[config.mk]
export PLATFORM = sky130hd
export DESIGN_NAME = mul_div_sequencer
export DESIGN_NICKNAME = d
export VERILOG_FILES = /design/src/rtl/mul_div_pkg.sv /design/src/rtl/mul_div_comb_mult.sv /design/src/rtl/mul_div_div_step_unit.sv /design/src/rtl/mul_div_sequencer.sv
export SDC_FILE = /design/constraint.sdc
export NUM_CORES = 1
export LEC_CHECK = 0
export CORE_AREA = 2 2 238 240
export DETAILED_ROUTE_END_ITERATION = 8
export DIE_AREA = 0 0 240 242
export DONT_BUFFER_PORTS = 1
export PLACE_DENSITY = 0.57
export SETUP_SLACK_MARGIN = 0.02
export SYNTH_ARGS = -nofsm -noshare
export SYNTH_HDL_FRONTEND = slang
export SYNTH_SLANG_ARGS = --single-unit
[constraint.sdc]
create_clock -name clk -period 17 [get_ports clk]
set_input_delay 4.25 -clock clk [delete_from_list [all_inputs] [get_ports clk]]
set_output_delay 4.25 -clock clk [all_outputs]
set_load 0.02 [all_outputs]
[src/rtl/mul_div_pkg.sv]
// Shared encodings for the multiply/divide sequencer: operand width, op codes, FSM states.
package mul_div_pkg;
   localparam int WORD_WIDTH = 32;

   localparam logic [2:0] OP_MUL  = 3'd0;
   localparam logic [2:0] OP_DIV  = 3'd1;
   localparam logic [2:0] OP_DIVU = 3'd2;
   localparam logic [2:0] OP_REM  = 3'd3;
   localparam logic [2:0] OP_REMU = 3'd4;

   localparam logic [1:0] ST_IDLE     = 2'd0;
   localparam logic [1:0] ST_MUL_WAIT = 2'd1;
   localparam logic [1:0] ST_DIV_RUN  = 2'd2;
   localparam logic [1:0] ST_DONE     = 2'd3;

   // Two's-complement magnitude; 0x80000000 maps to itself, read as unsigned.
   function automatic logic [WORD_WIDTH-1:0] abs_if(input logic neg, input logic [WORD_WIDTH-1:0] v);
      return neg ? -v : v;
   endfunction
endpackage

[src/rtl/mul_div_comb_mult.sv]
// Combinational multiplier, low half of the product only; timed as a multicycle path.
module mul_div_comb_mult (
   input  logic [31:0] a,
   input  logic [31:0] b,
   output logic [31:0] product_lo
);
   assign product_lo = a * b;
endmodule

[src/rtl/mul_div_div_step_unit.sv]
// Unsigned restoring divider core, one quotient bit per step; built only with MULDIV_DIVIDE_EN.
`ifdef MULDIV_DIVIDE_EN
module div_step_unit
   import mul_div_pkg::*;
(
   input  logic                  clk,
   input  logic                  reset,
   input  logic                  load,
   input  logic                  step,
   input  logic [WORD_WIDTH-1:0] dividend,
   input  logic [WORD_WIDTH-1:0] divisor,
   output logic [WORD_WIDTH-1:0] quotient,
   output logic [WORD_WIDTH-1:0] remainder
);
   logic [WORD_WIDTH-1:0] quo_reg, rem_reg, dsr_reg;
   logic [WORD_WIDTH:0]   shifted, trial;

   // Remainder shifted with the next dividend bit needs one extra bit before the trial subtract.
   always_comb begin
      shifted = {rem_reg, quo_reg[WORD_WIDTH-1]};
      trial   = shifted - {1'b0, dsr_reg};
   end

   always_ff @(posedge clk) begin
      if (reset) begin
         quo_reg <= '0;
         rem_reg <= '0;
         dsr_reg <= '0;
      end else if (load) begin
         quo_reg <= dividend;
         rem_reg <= '0;
         dsr_reg <= divisor;
      end else if (step) begin
         quo_reg <= {quo_reg[WORD_WIDTH-2:0], ~trial[WORD_WIDTH]};
         rem_reg <= trial[WORD_WIDTH] ? shifted[WORD_WIDTH-1:0] : trial[WORD_WIDTH-1:0];
      end
   end

   assign quotient  = quo_reg;
   assign remainder = rem_reg;
endmodule
`endif

[src/rtl/mul_div_sequencer.sv]
// Multi-cycle MUL/DIV controller with start/busy/done handshake.
// Define MULDIV_DIVIDE_EN to build the divider; otherwise div/rem ops complete at once as divide-by-zero.
module mul_div_sequencer
   import mul_div_pkg::*;
#(
   parameter int MUL_LATENCY = 2
`ifdef MULDIV_DIVIDE_EN
   , parameter int DIV_STEPS = 32
`endif
) (
   input  logic                  clk,
   input  logic                  reset,
   input  logic                  start,
   input  logic [2:0]            op,
   input  logic [WORD_WIDTH-1:0] leftOperand,
   input  logic [WORD_WIDTH-1:0] rightOperand,
   output logic                  busy,
   output logic                  done,
   output logic [WORD_WIDTH-1:0] result,
   output logic                  divByZero
);
   logic [1:0]            state_reg;
   logic [2:0]            mul_cnt_reg;
   logic [WORD_WIDTH-1:0] left_reg, right_reg, result_reg;
   logic                  dbz_reg;
   logic [WORD_WIDTH-1:0] product_lo;
   logic                  is_div_op;
   logic                  div_finished;
   logic [WORD_WIDTH-1:0] div_final;

   assign is_div_op = (op == OP_DIV) || (op == OP_DIVU) || (op == OP_REM) || (op == OP_REMU);

   mul_div_comb_mult u_mult (
      .a          (left_reg),
      .b          (right_reg),
      .product_lo (product_lo)
   );

`ifdef MULDIV_DIVIDE_EN
   localparam logic DIV_PRESENT = 1'b1;
   logic [2:0]            op_reg;
   logic [5:0]            step_cnt_reg;
   logic                  div_load, div_step, in_signed, reg_signed;
   logic [WORD_WIDTH-1:0] div_quo, div_rem, signed_quo, signed_rem;

   assign in_signed  = (op == OP_DIV) || (op == OP_REM);
   assign reg_signed = (op_reg == OP_DIV) || (op_reg == OP_REM);
   assign div_load   = (state_reg == ST_IDLE) && start && is_div_op && (rightOperand != '0);
   assign div_step   = (state_reg == ST_DIV_RUN) && (step_cnt_reg != 6'(DIV_STEPS));

   div_step_unit u_div (
      .clk       (clk),
      .reset     (reset),
      .load      (div_load),
      .step      (div_step),
      .dividend  (abs_if(in_signed && leftOperand[WORD_WIDTH-1], leftOperand)),
      .divisor   (abs_if(in_signed && rightOperand[WORD_WIDTH-1], rightOperand)),
      .quotient  (div_quo),
      .remainder (div_rem)
   );

   always_ff @(posedge clk) begin
      if (reset) begin
         op_reg       <= '0;
         step_cnt_reg <= '0;
      end else if (div_load) begin
         op_reg       <= op;
         step_cnt_reg <= '0;
      end else if (div_step) begin
         step_cnt_reg <= step_cnt_reg + 6'd1;
      end
   end

   // Sign fix-up takes the cycle after the last step.
   assign signed_quo   = abs_if(reg_signed && (left_reg[WORD_WIDTH-1] ^ right_reg[WORD_WIDTH-1]), div_quo);
   assign signed_rem   = abs_if(reg_signed && left_reg[WORD_WIDTH-1], div_rem);
   assign div_final    = ((op_reg == OP_DIV) || (op_reg == OP_DIVU)) ? signed_quo : signed_rem;
   assign div_finished = (step_cnt_reg == 6'(DIV_STEPS));
`else
   localparam logic DIV_PRESENT = 1'b0;
   assign div_final    = '0;
   assign div_finished = 1'b1;
`endif

   always_ff @(posedge clk) begin
      if (reset) begin
         state_reg   <= ST_IDLE;
         mul_cnt_reg <= '0;
         left_reg    <= '0;
         right_reg   <= '0;
         result_reg  <= '0;
         dbz_reg     <= 1'b0;
      end else begin
         case (state_reg)
            ST_IDLE: if (start) begin
               left_reg  <= leftOperand;
               right_reg <= rightOperand;
               if (op == OP_MUL) begin
                  mul_cnt_reg <= 3'(MUL_LATENCY);
                  state_reg   <= ST_MUL_WAIT;
               end else if (is_div_op && (!DIV_PRESENT || (rightOperand == '0))) begin
                  result_reg <= '0;
                  dbz_reg    <= 1'b1;
                  state_reg  <= ST_DONE;
               end else if (is_div_op) begin
                  state_reg <= ST_DIV_RUN;
               end else begin
                  result_reg <= '0;
                  dbz_reg    <= 1'b0;
                  state_reg  <= ST_DONE;
               end
            end
            ST_MUL_WAIT: begin
               mul_cnt_reg <= mul_cnt_reg - 3'd1;
               if (mul_cnt_reg == 3'd1) begin
                  result_reg <= product_lo;
                  dbz_reg    <= 1'b0;
                  state_reg  <= ST_DONE;
               end
            end
            ST_DIV_RUN: if (div_finished) begin
               result_reg <= div_final;
               dbz_reg    <= 1'b0;
               state_reg  <= ST_DONE;
            end
            default: state_reg <= ST_IDLE;
         endcase
      end
   end

   assign busy      = (state_reg == ST_MUL_WAIT) || (state_reg == ST_DIV_RUN);
   assign done      = (state_reg == ST_DONE);
   assign result    = result_reg;
   assign divByZero = dbz_reg;
endmodule
==> flow_metrics.env, run 1 <==
export IMPL_synth_area_leaders="fa_1, dfxtp_1, and2_1"
export IMPL_clockBufferDepth=2
export IMPL_route_detailed_drc=0
export IMPL_via_per_inst=4.82
export IMPL_setup_viol=0
export IMPL_grt_busiest_layer="met2"
export IMPL_multiInputGateArea_um2=15400
export IMPL_synthTopCellsByCount="fa_1, inv_1, nand2_1"
export IMPL_final_seq_area_um2=2040
export IMPL_fillCellCount=5778
export IMPL_worst_hold_path_type="reg -> reg"
export IMPL_htree_num_levels=3
export IMPL_worst_setup_path_type="reg -> reg"
export IMPL_cellPowerDensity_nw_per_um2=71.9
export IMPL_arrival_ns=7.76
export IMPL_globalplace_congestion=0.835
export IMPL_final_util_pct=36.3
export IMPL_die_x_um=240
export IMPL_grt_max_degree=92
export IMPL_cts_hold_buf=0
export IMPL_cp_num_buf_inv=4
export IMPL_area_delta_synth_final_pct=4.78
export IMPL_yosys_most_used_dff="dfxtp_1"
export IMPL_stdcell_count=2822
export IMPL_drtIter0Drc=684
export IMPL_swShare_pct=51.5
export IMPL_ys_seq_area_share_pct=10.6
export IMPL_grt_pass1_vias=14900
export IMPL_slew_violations=0
export IMPL_finalSetupTns_ns=0
export IMPL_intPower_mw=0.706
export IMPL_timing_slew_headroom_pct=18.8
export IMPL_path_common_cell="fa_1"
export IMPL_path_cells="and2_1 -> fa_1 -> fa_1 -> fa_1 -> inv_1 -> fa_1 -> inv_1 -> fa_1 -> inv_1 -> fa_1 -> inv_1 -> fa_1 -> fa_1 -> ha_1 -> and3_1 -> a31o_2 -> a31oi_4 -> nand3b_2 -> a311oi_2 -> a21oi_1 -> xnor2_1 -> a22o_1"
export IMPL_drt_first_pass_iters=5
export IMPL_drive_gt1_share_pct=2.42
export IMPL_cp_slowest_cell="dfxtp_1"
export IMPL_yosysMostFrequentCell="fa_1"
export IMPL_cts_resized=0
export IMPL_synth_cell_type_count=54
export IMPL_finalPower_mw=1.45
export IMPL_power_leakage_nw=9.61
export IMPL_syn_area_per_cell_um2=8.95
export IMPL_crit_fanout=22
export IMPL_io_buffers=0
export IMPL_yosys_area_top_type_share_pct=42.3
export IMPL_max_stage_delay_ns=0.95
export IMPL_syn_nets=2764
export IMPL_start_kind="register"
export IMPL_fin_crit_ns=7.45
export IMPL_required_ns=17.31
export IMPL_dpl_hpwl_um=40100
export IMPL_drt_wirelength_per_cell_um=17.8
export IMPL_start_util_pct=34.7
export IMPL_clkSinkCount=102
export IMPL_p_sw_mw=0.748
export IMPL_async_reset_ff_share_pct=0
export IMPL_yosysWarnings=0
export IMPL_fin_crit_sh_pct=43.8
export IMPL_synth_top_area_cell="fa_1"
export IMPL_grt_use_met1_pct=24.5
export IMPL_synth_edf_count=0
export IMPL_use_met3_pct=2.10
export IMPL_vdd_drop_max_v=0.0000641
export IMPL_grtUsageTotal_pct=18.2
export IMPL_place_ws_ns=9.49
export IMPL_cts_root_buffer="clkbuf_16"
export IMPL_final_nets=2667
export IMPL_finalClockSkew_ns=0.0166
export IMPL_tightest_slew_ns=1.21
export IMPL_synth_area_um2=19300
export IMPL_grt_pass1_wl_um=82200
export IMPL_dieArea_um2=58100
export IMPL_num_io_pins=105
export IMPL_dp_cells=2805
export IMPL_post_cts_buffers=0
export IMPL_tritoncts_num_buffers=9
export IMPL_finalHoldViolCount=0
export IMPL_antenna_found_initial=0
export IMPL_grt_overflow=0
export IMPL_clkLatencyLatePin_ns=0.41
export IMPL_setup_ws_ns=9.55
export IMPL_pwr_share_comb_pct=55.7
export IMPL_worstSetupEndpointType="register"
export IMPL_clkPwrFrac_pct=16.4
export IMPL_drtAntennaViolNets=0
export IMPL_cts_tree="built"
export IMPL_rsz0062_at_grt="false"
export IMPL_pwr_share_seq_pct=27.9
export IMPL_fmax_ghz=0.134
export IMPL_maxCapViolCount=0
export IMPL_core_um2=55700
export IMPL_row_count=87
export IMPL_ys_seq_elements=102
export IMPL_critPathTopFamily="adder cells"
export IMPL_die_h_um=242
export IMPL_syn_inst=2157
export IMPL_drt_wl_total_um=50300
export IMPL_outcome="complete, no violations"
export IMPL_gr_usage_met2_pct=30.8
export IMPL_clkTransAtPathRegs_ns=0.09
export IMPL_vias=13600
-- layout make-up --
class	count	share of cell area, %
antenna	1	0.0124
tap	756	4.67
clock inverter	6	0.408
multi-input combinational	1543	75.9
clock buffer	10	1.13
sequential	102	10.1
timing repair buffer	16	0.594
inverter	388	7.20
-- power groups by stage --
stage,clock network (mW),registers (mW),logic [mW]
finish,0.239,0.406,0.810
global route,0.256,0.417,0.912
CTS,0.248,0.407,0.820
detailed placement,0,0.412,0.817
global placement,0,0.408,0.797
floorplan,0,0.318,0.632
-- cells in the final DEF, fill, tap and decap left out, types with 2 or more instances in the layout --
cell,instances
and3_1,3
o211ai_2,2
clkinv_4,2
and2_1,311
nand2b_1,2
o21a_1,4
o31ai_1,2
nand3_1,5
a22oi_1,13
a22o_1,13
a31o_2,2
fa_1,408
nand4_1,2
nand2_1,365
o211ai_1,2
xnor2_1,65
nor2_1,34
a21oi_1,99
o21ai_1,2
o21bai_1,3
clkbuf_16,9
dfxtp_1,102
buf_4,16
xor2_1,19
nor3_1,5
o21ai_0,13
inv_1,386
a21oi_2,2
ha_1,129
a21o_1,13
-- final timing paths --
check                              startpoint       endpoint  slack [ns]  cells after the start
worst max-delay path             left_reg[11]     result[31]        9.55                     22
worst min-delay path            right_reg[31]  right_reg[31]        0.46                      2
worst max register to register   left_reg[11]     result[31]        9.55                     22
worst min register to register  right_reg[31]  right_reg[31]        0.46                      2
-- kinds of logic after synthesis --
logic type | synth area share (%)
AOI/OAI and AO/OA | 6.36
xor gates and xnor gates | 3.81
adders and majority gates | 50.6
buffers and inverters | 9.95
DFF | 10.6
muxes | 0.0518
and+or+nand+nor | 18.6
-- tightest hold or removal path, delay by kind of cell (launching register included) --
| family | cells | cell delay, ns |
|---|---|---|
| AOI/OAI and AO/OA | 1 | 0.05 |
| and+or+nand+nor | 1 | 0.05 |
| DFF | 1 | 0.31 |
-- routing by layer --
metal	wire length [um]	up-vias	share of wire, %
li1	-	6184	-
met1	22900	7092	45
met2	24600	267	49
met3	1770	49	3.5
met4	1070	0	2.1
met5	0	-	0
-- through the flow --
| step | hold WS [ns] | area [um2] |
|---|---|---|
| after floorplan | 0.437 | 19300 |
| after global placement | 0.442 | 19900 |
| after detailed placement | 0.444 | 19900 |
| after CTS | 0.455 | 20200 |
| after global routing | 0.481 | 20200 |
| final | 0.459 | 20200 |
Power figures use the tool's default switching activity.
==> run 2: changes to the inputs <==
--- a/config.mk
+++ b/config.mk
@@ -9,7 +9,7 @@
 export DETAILED_ROUTE_END_ITERATION = 8
 export DIE_AREA = 0 0 240 242
 export DONT_BUFFER_PORTS = 1
-export PLACE_DENSITY = 0.57
+export PLACE_DENSITY = 0.59
 export SETUP_SLACK_MARGIN = 0.02
 export SYNTH_ARGS = -nofsm -noshare
 export SYNTH_HDL_FRONTEND = slang
==> constraint.sdc (replaced) <==
create_clock -name clk -period 6.5 [get_ports clk]
set_input_delay 1.625 -clock clk [delete_from_list [all_inputs] [get_ports clk]]
set_output_delay 1.625 -clock clk [all_outputs]
set_load 0.02 [all_outputs]
==> run 2 against run 1 <==
Non-clock buffer count increased by 204. Sequential power increased by 130%. Largest power group unchanged. Die area unchanged. The flow now finishes with violations (negative setup slack).
==> flow_metrics.env, run 2 (synthesized netlist as in run 1, its figures left out) <==
export IMPL_violations="negative setup slack"
export IMPL_area_delta_synth_final_pct=18.2
export IMPL_maxCapViolCount=0
export IMPL_dpl_hpwl_um=44700
export IMPL_setup_viol=6
export IMPL_route_detailed_drc=0
export IMPL_final_cell_area_um2=22800
export IMPL_cp_slowest_cell="fa_1"
export IMPL_drt_wl_total_um=54700
export IMPL_grtUsageTotal_pct=19.3
export IMPL_globalplace_congestion=0.883
export IMPL_final_common_cell="fa_1"
export IMPL_cellPowerDensity_nw_per_um2=202
export IMPL_die_h_um=242
export IMPL_power_leakage_nw=10.8
export IMPL_grt_overflow=0
export IMPL_hold_depth=2
export IMPL_rsz0062_at_grt="true"
export IMPL_core_um2=55700
export IMPL_drt_first_pass_iters=4
export IMPL_grt_busiest_layer="met2"
export IMPL_clkSinkCount=102
export IMPL_grt_pass1_vias=15600
export IMPL_final_nets=2871
export IMPL_r2r_start="left_reg[6]"
export IMPL_worstRegToRegCells=26
export IMPL_row_count=87
export IMPL_fmax_ghz=0.150
export IMPL_tritoncts_num_buffers=9
export IMPL_arrival_ns=6.94
export IMPL_worst_hold_path_type="reg -> reg"
export IMPL_crit_fanout=6
export IMPL_path_common_cell="fa_1"
export IMPL_outcome="finished, violations left"
export IMPL_vias=14400
export IMPL_num_io_pins=105
export IMPL_finalSetupTns_ns=-0.514
export IMPL_dieArea_um2=58100
export IMPL_max_stage_delay_ns=0.58
export IMPL_clkTransAtPathRegs_ns=0.10
export IMPL_fin_crit_sh_pct=102
export IMPL_htree_num_levels=3
export IMPL_place_area_um2=21500
export IMPL_setup_ws_ns=-0.149
export IMPL_vdd_drop_max_v=0.000162
export IMPL_drt_wirelength_per_cell_um=18.1
export IMPL_fin_crit_ns=6.65
export IMPL_final_cell_mix="fa_1, inv_1, nand2_1"
export IMPL_finalClockSkew_ns=0.0154
export IMPL_worstSetupEndpointType="register"
export IMPL_start_kind="register"
export IMPL_grt_pass1_wl_um=86400
export IMPL_timing_slew_headroom_pct=25.5
export IMPL_hp_start="left_reg[31]"
export IMPL_use_met3_pct=2.70
export IMPL_clkLatencyLatePin_ns=0.40
export IMPL_io_buffers=0
export IMPL_finalPower_mw=4.60
export IMPL_r2r_slack_ns=-0.15
export IMPL_drive_gt1_share_pct=16.9
export IMPL_drtIter0Drc=803
export IMPL_tightest_slew_ns=1.12
export IMPL_gr_usage_met2_pct=31.4
export IMPL_grt_max_degree=92
export IMPL_slew_violations=0
export IMPL_drtAntennaViolNets=0
export IMPL_regToRegEndpoint="result[25]"
export IMPL_finalHoldViolCount=0
export IMPL_required_ns=6.79
export IMPL_hold_path_endpoint="left_reg[31]"
export IMPL_die_x_um=240
export IMPL_cts_tree="built"
export IMPL_grt_use_met1_pct=26.6
export IMPL_worst_setup_path_type="reg -> reg"
export IMPL_start_util_pct=34.7
export IMPL_antenna_cells=0
export IMPL_hold_slack_ns=0.483
export IMPL_clockBufferDepth=2
export IMPL_antenna_found_initial=0
export IMPL_via_per_inst=4.75
export IMPL_cts_root_buffer="clkbuf_16"
==> run 2: worst max path at each step <==
| stage | to | cells after the start | slack, ns | startpoint |
|---|---|---|---|---|
| 5_1_grt | result[31] | 24 | -0.33 | right_reg[7] |
| 3_3_place_gp | result[31] | 21 | -0.30 | left_reg[9] |
| 3_5_place_dp | result[31] | 21 | -0.43 | left_reg[9] |
| 6_report | result[25] | 26 | -0.15 | left_reg[6] |
| 2_1_floorplan | result[31] | 23 | -0.02 | right_reg[2] |
| 4_1_cts | result[31] | 23 | -0.12 | right_reg[5] |
==> run 2: area by class of cell <==
class,instances,area (um2)
Clock buffer,9,225
Clock inverter,7,90.1
Fill cell,5523,32900
Inverter,388,1460
Multi-Input combinational cell,1543,15900
Sequential cell,102,2110
Tap cell,756,946
Timing Repair Buffer,220,2070
==> run 2: metal layers <==
metal / routed length, um / vias to the layer above
met3: 3020 / 64
met5: 0 / -
li1: - / 6607
met4: 1430 / 0
met1: 24300 / 7328
met2: 25900 / 382
==> run 2: worst max-delay path: cells and delay by family (launching register included) <==
kind / cells / cell delay [ns]
compound gates: 7 / 1.29
simple gates: 1 / 0.16
buf+inv: 8 / 0.75
flops: 1 / 0.38
xor+xnor: 1 / 0.05
fa+ha+maj: 9 / 3.89
==> run 2: metrics by stage <==
stage / worst slack [ns] / util (%) / cells
finish: -0.149 / 41.0 / 3025
global route: -0.332 / 41.0 / 3025
CTS: -0.121 / 39.7 / 3001
detailed placement: -0.429 / 38.6 / 2976
global placement: -0.304 / 38.6 / 2976
floorplan: -0.0235 / - / 2157
==> run 2: repair_timing <==
action | CTS | global route
setup buffers | 9 | 27
pin swaps | 30 | 103
gates cloned | 0 | 1
resized for setup | 63 | 121
endpoints found under the setup margin | 13 | 14
hold buffers | 0 | 0
==> run 2: report_power, final <==
group          switching, mW  total [mW]  internal [mW]
Sequential             0.214       0.950          0.737
Combinational           1.67        3.02           1.35
Clock                  0.326       0.635          0.309
Total                   2.21        4.60           2.40
